===== src/rtl/vga_sync_gen.sv =====
`default_nettype none
// ============================================================================
// Module   : vga_sync_gen
// Purpose  : Parametrised VGA timing generator. Divides clk into a one-cycle
//            pixel-enable tick and drives horizontal/vertical counters, sync
//            pulses, video_on and line/frame strobes. All decoded outputs are
//            registered from the next-state counters so they line up with
//            h_count/v_count with zero skew.
// Revision : 1.0 - initial release
// ============================================================================
module vga_sync_gen #(
  parameter int   H_DISPLAY = 640,
  parameter int   H_FRONT   = 16,
  parameter int   H_SYNC    = 96,
  parameter int   H_BACK    = 48,
  parameter int   V_DISPLAY = 480,
  parameter int   V_FRONT   = 10,
  parameter int   V_SYNC    = 2,
  parameter int   V_BACK    = 33,
  parameter int   CLK_DIV   = 4,
  parameter logic HS_POL    = 1'b0,
  parameter logic VS_POL    = 1'b0,
  parameter int   CW        = 10
) (
  input  logic          clk,
  input  logic          rst,
  input  logic          en,
  output logic          p_tick,
  output logic [CW-1:0] h_count,
  output logic [CW-1:0] v_count,
  output logic          h_sync,
  output logic          v_sync,
  output logic          video_on,
  output logic          line_end,
  output logic          frame_start
);

  localparam int c_H_TOTAL = H_DISPLAY + H_FRONT + H_SYNC + H_BACK;
  localparam int c_V_TOTAL = V_DISPLAY + V_FRONT + V_SYNC + V_BACK;
  localparam int c_DW      = (CLK_DIV > 1) ? $clog2(CLK_DIV) : 1;

  localparam logic [c_DW-1:0] c_DIV_MAX  = c_DW'(CLK_DIV - 1);
  localparam logic [CW-1:0]   c_H_MAX    = CW'(c_H_TOTAL - 1);
  localparam logic [CW-1:0]   c_V_MAX    = CW'(c_V_TOTAL - 1);
  localparam logic [CW-1:0]   c_H_VIS    = CW'(H_DISPLAY);
  localparam logic [CW-1:0]   c_V_VIS    = CW'(V_DISPLAY);
  localparam logic [CW-1:0]   c_HS_FIRST = CW'(H_DISPLAY + H_FRONT);
  localparam logic [CW-1:0]   c_HS_LAST  = CW'(H_DISPLAY + H_FRONT + H_SYNC - 1);
  localparam logic [CW-1:0]   c_VS_FIRST = CW'(V_DISPLAY + V_FRONT);
  localparam logic [CW-1:0]   c_VS_LAST  = CW'(V_DISPLAY + V_FRONT + V_SYNC - 1);

  logic [c_DW-1:0] r_div_cnt;
  logic            r_p_tick;
  logic [CW-1:0]   r_h_count;
  logic [CW-1:0]   r_v_count;
  logic            r_video_on;
  logic            r_h_sync;
  logic            r_v_sync;
  logic            r_at_line_end;
  logic            r_at_origin;

  logic [c_DW-1:0] w_div_next;
  logic            w_tick;
  logic [CW-1:0]   w_h_next;
  logic [CW-1:0]   w_v_next;

  // r_p_tick mirrors (div_cnt == CLK_DIV-1); gating with en freezes the tick
  // in the same cycle en drops, so no pixel is skipped or repeated.
  assign w_tick = en & r_p_tick;

  // Divider next state: advance only while enabled, wrap at CLK_DIV-1.
  always_comb begin
    w_div_next = r_div_cnt;
    if (en) begin
      w_div_next = (r_div_cnt == c_DIV_MAX) ? '0 : r_div_cnt + 1'b1;
    end
  end

  // Counter next state: h advances on each tick, v advances when h wraps.
  always_comb begin
    w_h_next = r_h_count;
    w_v_next = r_v_count;
    if (w_tick) begin
      if (r_h_count == c_H_MAX) begin
        w_h_next = '0;
        w_v_next = (r_v_count == c_V_MAX) ? '0 : r_v_count + 1'b1;
      end else begin
        w_h_next = r_h_count + 1'b1;
      end
    end
  end

  // Divider, tick flag and counter registers.
  always_ff @(posedge clk) begin
    if (rst) begin
      r_div_cnt <= '0;
      r_p_tick  <= 1'b0;
      r_h_count <= '0;
      r_v_count <= '0;
    end else begin
      r_div_cnt <= w_div_next;
      r_p_tick  <= (w_div_next == c_DIV_MAX);
      r_h_count <= w_h_next;
      r_v_count <= w_v_next;
    end
  end

  // Decode registered from next-state counters so it matches h/v with no skew.
  always_ff @(posedge clk) begin
    if (rst) begin
      r_video_on    <= 1'b0;
      r_h_sync      <= ~HS_POL;
      r_v_sync      <= ~VS_POL;
      r_at_line_end <= 1'b0;
      r_at_origin   <= 1'b0;
    end else begin
      r_video_on    <= (w_h_next < c_H_VIS) && (w_v_next < c_V_VIS);
      r_h_sync      <= ((w_h_next >= c_HS_FIRST) && (w_h_next <= c_HS_LAST)) ? HS_POL : ~HS_POL;
      r_v_sync      <= ((w_v_next >= c_VS_FIRST) && (w_v_next <= c_VS_LAST)) ? VS_POL : ~VS_POL;
      r_at_line_end <= (w_h_next == c_H_MAX);
      r_at_origin   <= (w_h_next == '0) && (w_v_next == '0);
    end
  end

  assign p_tick      = w_tick;
  assign h_count     = r_h_count;
  assign v_count     = r_v_count;
  assign h_sync      = r_h_sync;
  assign v_sync      = r_v_sync;
  assign video_on    = r_video_on;
  assign line_end    = w_tick & r_at_line_end;
  assign frame_start = w_tick & r_at_origin;

endmodule
`default_nettype wire


===== config.mk =====
export PLATFORM = sky130hd
export DESIGN_NAME = vga_sync_gen
export DESIGN_NICKNAME = d
export VERILOG_FILES = /design/src/rtl/vga_sync_gen.sv
export SDC_FILE = /design/constraint.sdc
export NUM_CORES = 1
export LEC_CHECK = 0
export BUFFER_PORTS_ARGS = -buffer_cell sky130_fd_sc_hd__buf_2
export CAP_MARGIN = 20
export CORE_ASPECT_RATIO = 0.7
export CORE_MARGIN = 5
export CORE_UTILIZATION = 25
export DETAILED_ROUTE_END_ITERATION = 8
export PLACE_DENSITY_LB_ADDON = 0.12
export SYNTH_ARGS = -nofsm -noshare
export SYNTH_HDL_FRONTEND = slang
export SYNTH_SLANG_ARGS = --single-unit

===== constraint.sdc =====
create_clock -name clk -period 2.7 [get_ports clk]
set_clock_uncertainty 0.05 [all_clocks]
set_input_delay 0.27 -clock clk [delete_from_list [all_inputs] [get_ports clk]]
set_output_delay 0.27 -clock clk [all_outputs]
set_load 0.005 [all_outputs]

==> flow_metrics.env, run 1 <==
export IMPL_grt_pass1_wl_um=7960
export IMPL_nNetsFinal=242
export IMPL_finalHoldViolations=0
export IMPL_syn_to_final_growth_pct=17.1
export IMPL_cts_resized=0
export IMPL_worst_pin_slew_ps=460
export IMPL_syn_avg_cell_area_um2=8.30
export IMPL_muxShareOfSynthArea=0.0118
export IMPL_hold_buffers=0
export IMPL_clkTransAtPathRegs_ps=100
export IMPL_synthFlopType="dfxtp_1"
export IMPL_grt_setup_unrepaired="no"
export IMPL_htree_levels=1
export IMPL_core_area_mm2=0.00666
export IMPL_routed_wl_um=4800
export IMPL_die_area_mm2=0.00854
export IMPL_cts_tree="yes"
export IMPL_synth_area_mm2=0.00169
export IMPL_critPathSlowestCell="or3b_2"
export IMPL_tns_ps=0
export IMPL_ys_types=46
export IMPL_reg2reg_depth=8
export IMPL_critPathBufInv=1
export IMPL_status="finished, final reports clean"
export IMPL_synth_simple_area_share=0.360
export IMPL_num_fill_cells=725
export IMPL_ys_warn_count=0
export IMPL_ys_ff_latch=28
export IMPL_holdPathStages=3
export IMPL_finalSetupViolations=0
export IMPL_min_path_type="in2reg"
export IMPL_crit_chain="inv_1 > ha_1 > or3b_2 > nor4_4 > nor2_1 > a211oi_1 > nand4_1 > nor4_1"
export IMPL_async_flop_share=0
export IMPL_cap_violations=0
export IMPL_gp_congestion=0.766
export IMPL_hold_slack_ps=295
export IMPL_cts_setup_buffers=0
export IMPL_synth_edf_count=0
export IMPL_drt_iter0_drc=107
export IMPL_synth_top_family_by_area="simple AND/OR/NAND/NOR gates"
export IMPL_track_usage=0.119
export IMPL_dr_pass1_iters=4
export IMPL_synthCells=204
export IMPL_syn_num_nets=211
export IMPL_synth_compound_area_frac=0.106
export IMPL_post_synth_fa_ha_maj_area_fraction=0.0296
export IMPL_drive_gt1_frac=0.226
export IMPL_numPortBuffers=28
export IMPL_drc=0
export IMPL_p_leak_nw=0.822
export IMPL_critPathTopFamily="simple AND/OR/NAND/NOR gates"
export IMPL_pin_count=29
export IMPL_fin_crit_sh=0.897
export IMPL_clock_root_buffer="clkbuf_8"
export IMPL_start_util=0.254
export IMPL_arrival_ps=2560
export IMPL_diodes=0
export IMPL_cp_max_fo=8
export IMPL_wl_per_cell_um=14.6
export IMPL_cp_depth=8
export IMPL_die_width_um=108
export IMPL_grt_overflow=0
export IMPL_hpwlAfterDp_um=3700
export IMPL_grt_max_degree=24
export IMPL_peakVddDrop_mv=0.230
export IMPL_crit_type="reg2reg"
export IMPL_max_stage_delay_ps=470
export IMPL_row_count=25
export IMPL_crit_required_ps=2840
export IMPL_synth_xor_area_share=0.0880
export IMPL_numCtsBuffers=3
export IMPL_fmax_mhz=413
export IMPL_numClockSinks=28
export IMPL_period_minus_slack_ps=2420
export IMPL_drv_slew=0
export IMPL_cts_buffer_depth=2
export IMPL_first_global_vias=1427
export IMPL_dieHeight_um=78.9
export IMPL_cp_end_kind="flop"
export IMPL_clock_latency_ps=280
export IMPL_grt_antenna_before_repair=0
export IMPL_routed_via_density=4.64
export IMPL_yosysSeqAreaShare=0.331
export IMPL_via_count=1521
export IMPL_antenna_left=0
export IMPL_slew_headroom=0.691
export IMPL_critPathLaunchType="flop"
export IMPL_mostFrequentLayoutCells="dfxtp_1 (28), buf_2 (28), nor2_1 (24), nand2_1 (15), nor3_1 (13)"
export IMPL_powerDensity_mw_per_mm2=360
[power breakdown]
group          internal [mW]  switching [mW]  total, mW
Clock                  0.131           0.133      0.263
Combinational         0.0103          0.0178     0.0281
Sequential             0.418         0.00318      0.421
[Yosys cell counts, drive strengths merged (5+ instances only)]
cell | count | share of area
xnor2 | 8 | 0.041
buf | 6 | 0.030
nor3 | 14 | 0.048
nand2 | 16 | 0.037
nand4 | 9 | 0.033
nand3 | 11 | 0.033
xor2 | 9 | 0.047
clkbuf | 6 | 0.013
and3 | 9 | 0.036
nor2 | 25 | 0.060
dfxtp | 28 | 0.33
a21oi | 11 | 0.033
inv | 5 | 0.011
[worst register-to-register path: cells and delay by family (launching register included)]
family                   cells  cell delay (ps)
AND/OR/NAND/NOR              5             1310
AO/OA/AOI/OAI                1              300
adder cells (fa/ha/maj)      1              150
buffers and inverters        1              120
flip-flops                   1              390
[layout make-up]
type,count,area (µm²),area share
inverters,5,18.8,0.00947
flip-flops and latches,28,561,0.283
clock buffers,4,55.1,0.0278
well taps,94,118,0.0593
repair buffers,39,223,0.112
multi-input cells,158,1010,0.508
[sequential cells by signal, indices dropped and copies added, names as in the netlist]
register / count
v_count: 10
h_sync: 1
v_sync: 1
r_at_origin: 1
r_p_tick: 1
r_at_line_end: 1
h_count: 10
video_on: 1
r_div_cnt: 2
[worst paths after layout]
kind | startpoint | to | slack (ps)
setup / recovery | v_count[0] | r_at_origin | 280
hold / removal | rst | h_count[9] | 290
setup reg to reg | v_count[0] | r_at_origin | 280
hold reg to reg | r_div_cnt[1] | r_div_cnt[1] | 490
[cell families after synthesis]
| logic type | after synthesis |
|---|---|
| AND/OR/NAND/NOR | 107 |
| AO/OA/AOI/OAI | 28 |
| flip-flops | 28 |
| buffers and inverters | 18 |
| XOR/XNOR | 17 |
| adder cells (fa/ha/maj) | 4 |
| multiplexers | 2 |
[layer usage]
metal | GRT usage | vias up | wire [µm]
li1 | - | 792 | -
met1 | 0.194 | 709 | 2880
met2 | 0.151 | 18 | 1720
met3 | 0.0284 | 2 | 172
met4 | 0.0227 | 0 | 29
met5 | 0 | - | 0
[through the flow]
stage	std cells	cell area, µm²	power (mW)	utilization	setup WS (ps)
2_1_floorplan	204	1690	0.446	-	551
3_5_place_dp	324	1930	0.459	0.289	245
3_3_place_gp	324	1930	0.459	0.289	343
4_1_cts	328	1980	0.729	0.297	239
6_report	328	1980	0.713	0.297	278
5_1_grt	328	1980	0.755	0.297	15.4
Power figures use the tool's default switching activity.
==> run 2: changes to the inputs <==
--- a/config.mk
+++ b/config.mk
@@ -12,6 +12,7 @@
 export CORE_UTILIZATION = 25
 export DETAILED_ROUTE_END_ITERATION = 8
 export PLACE_DENSITY_LB_ADDON = 0.12
+export SETUP_SLACK_MARGIN = 0.15
 export SYNTH_ARGS = -nofsm -noshare
 export SYNTH_HDL_FRONTEND = slang
 export SYNTH_SLANG_ARGS = --single-unit
==> constraint.sdc (replaced) <==
create_clock -name clk -period 2.5 [get_ports clk]
set_clock_uncertainty 0.05 [all_clocks]
set_input_delay 0.25 -clock clk [delete_from_list [all_inputs] [get_ports clk]]
set_output_delay 0.25 -clock clk [all_outputs]
set_load 0.005 [all_outputs]
==> flow_metrics.env, run 2 (synthesis results as in run 1) <==
export IMPL_routed_wl_um=4970
export IMPL_drive_gt1_frac=0.259
export IMPL_hold_buffers=0
export IMPL_hpwlAfterDp_um=3940
export IMPL_cp_max_fo=9
export IMPL_fin_crit_sh=0.910
export IMPL_clkTransAtPathRegs_ps=110
export IMPL_min_path_type="in2reg"
export IMPL_cts_tree="yes"
export IMPL_die_width_um=108
export IMPL_numClockSinks=28
export IMPL_routed_via_density=4.71
export IMPL_finalHoldViolations=0
export IMPL_instances_no_fill=337
export IMPL_p_total_mw=0.854
export IMPL_grt_pass1_wl_um=8010
export IMPL_drv_slew=0
export IMPL_row_count=25
export IMPL_numPortBuffers=28
export IMPL_drt_iter0_drc=87
export IMPL_antenna_left=0
export IMPL_first_global_vias=1561
export IMPL_gp_congestion=0.750
export IMPL_htree_levels=1
export IMPL_crit_required_ps=2620
export IMPL_dp_cells=333
export IMPL_dieHeight_um=78.9
export IMPL_arrival_ps=2390
export IMPL_fmax_mhz=440
export IMPL_grt_antenna_before_repair=0
export IMPL_peakVddDrop_mv=0.397
export IMPL_status="finished, final reports clean"
export IMPL_dr_pass1_iters=4
export IMPL_finalSetupViolations=0
export IMPL_die_area_mm2=0.00854
export IMPL_grt_setup_unrepaired="no"
export IMPL_core_area_mm2=0.00666
export IMPL_slew_headroom=0.738
export IMPL_clock_latency_ps=280
export IMPL_drc=0
export IMPL_nNetsFinal=251
export IMPL_p_leak_nw=0.880
export IMPL_worst_pin_slew_ps=393
export IMPL_start_util=0.254
export IMPL_crit_type="reg2reg"
export IMPL_critPathLaunchType="flop"
export IMPL_cp_end_kind="flop"
export IMPL_clock_root_buffer="clkbuf_8"
export IMPL_numCtsBuffers=3
export IMPL_grt_max_degree=24
export IMPL_grt_overflow=0
export IMPL_period_minus_slack_ps=2270
export IMPL_tns_ps=0
export IMPL_track_usage=0.121
export IMPL_via_count=1588
export IMPL_pin_count=29
export IMPL_cap_violations=0
export IMPL_cts_buffer_depth=2
export IMPL_wl_per_cell_um=14.8
export IMPL_mostFrequentLayoutCells="dfxtp_1 (28), buf_2 (28), nor2_1 (24), buf_4 (20), nand2_1 (15)"
export IMPL_diodes=0
export IMPL_syn_to_final_growth_pct=22.4
export IMPL_powerDensity_mw_per_mm2=412
## run 2: final cells by class
| cell class | count | area (µm²) |
|---|---|---|
| clock buffers | 3 | 41.3 |
| clock inverters | 1 | 30.0 |
| fillers | 730 | 4590 |
| inverters | 5 | 18.8 |
| multi-input cells | 158 | 1010 |
| flip-flops and latches | 28 | 561 |
| well taps | 94 | 118 |
| repair buffers | 48 | 290 |
## run 2: final timing paths
path              start         end  slack [ps]  cells after the start
min                 rst  h_count[9]         240                      3
max          h_count[0]      h_sync         230                      6
min reg2reg  v_count[1]  v_count[1]         470                      2
max reg2reg  h_count[0]      h_sync         230                      6
## run 2: per-stage QoR
step	utilization	setup WS [ps]	hold slack, ps	area, µm²
5_1_grt	0.311	161	227	2070
2_1_floorplan	-	351	278	1690
6_report	0.311	226	236	2070
3_3_place_gp	0.299	288	458	1990
4_1_cts	0.310	232	227	2070
3_5_place_dp	0.299	238	462	1990
## run 2: what timing repair did
| action | 4_1_cts | 5_1_grt |
|---|---|---|
| resized for setup | 0 | 1 |
| endpoints found under the setup margin | 0 | 1 |
| buffers inserted | 0 | 0 |
## run 2: layer usage
metal	vias up	wire length [µm]	track usage
li1	803	-	-
met1	756	2780	0.188
met2	27	1920	0.167
met3	2	245	0.0292
met4	0	27	0.0189
met5	-	0	0
## run 2: worst max-delay path, cell delays in order, from the launching register on
cell and delay [ps]:
dfxtp_1 330, ha_1 250, and4_1 230, and4_1 230, buf_4 170, or3_4 380, or4_1 530
## run 2: power breakdown
group	switching [mW]	internal, mW
sequential	0.00390	0.452
combinational	0.0197	0.0111
clock	0.153	0.215
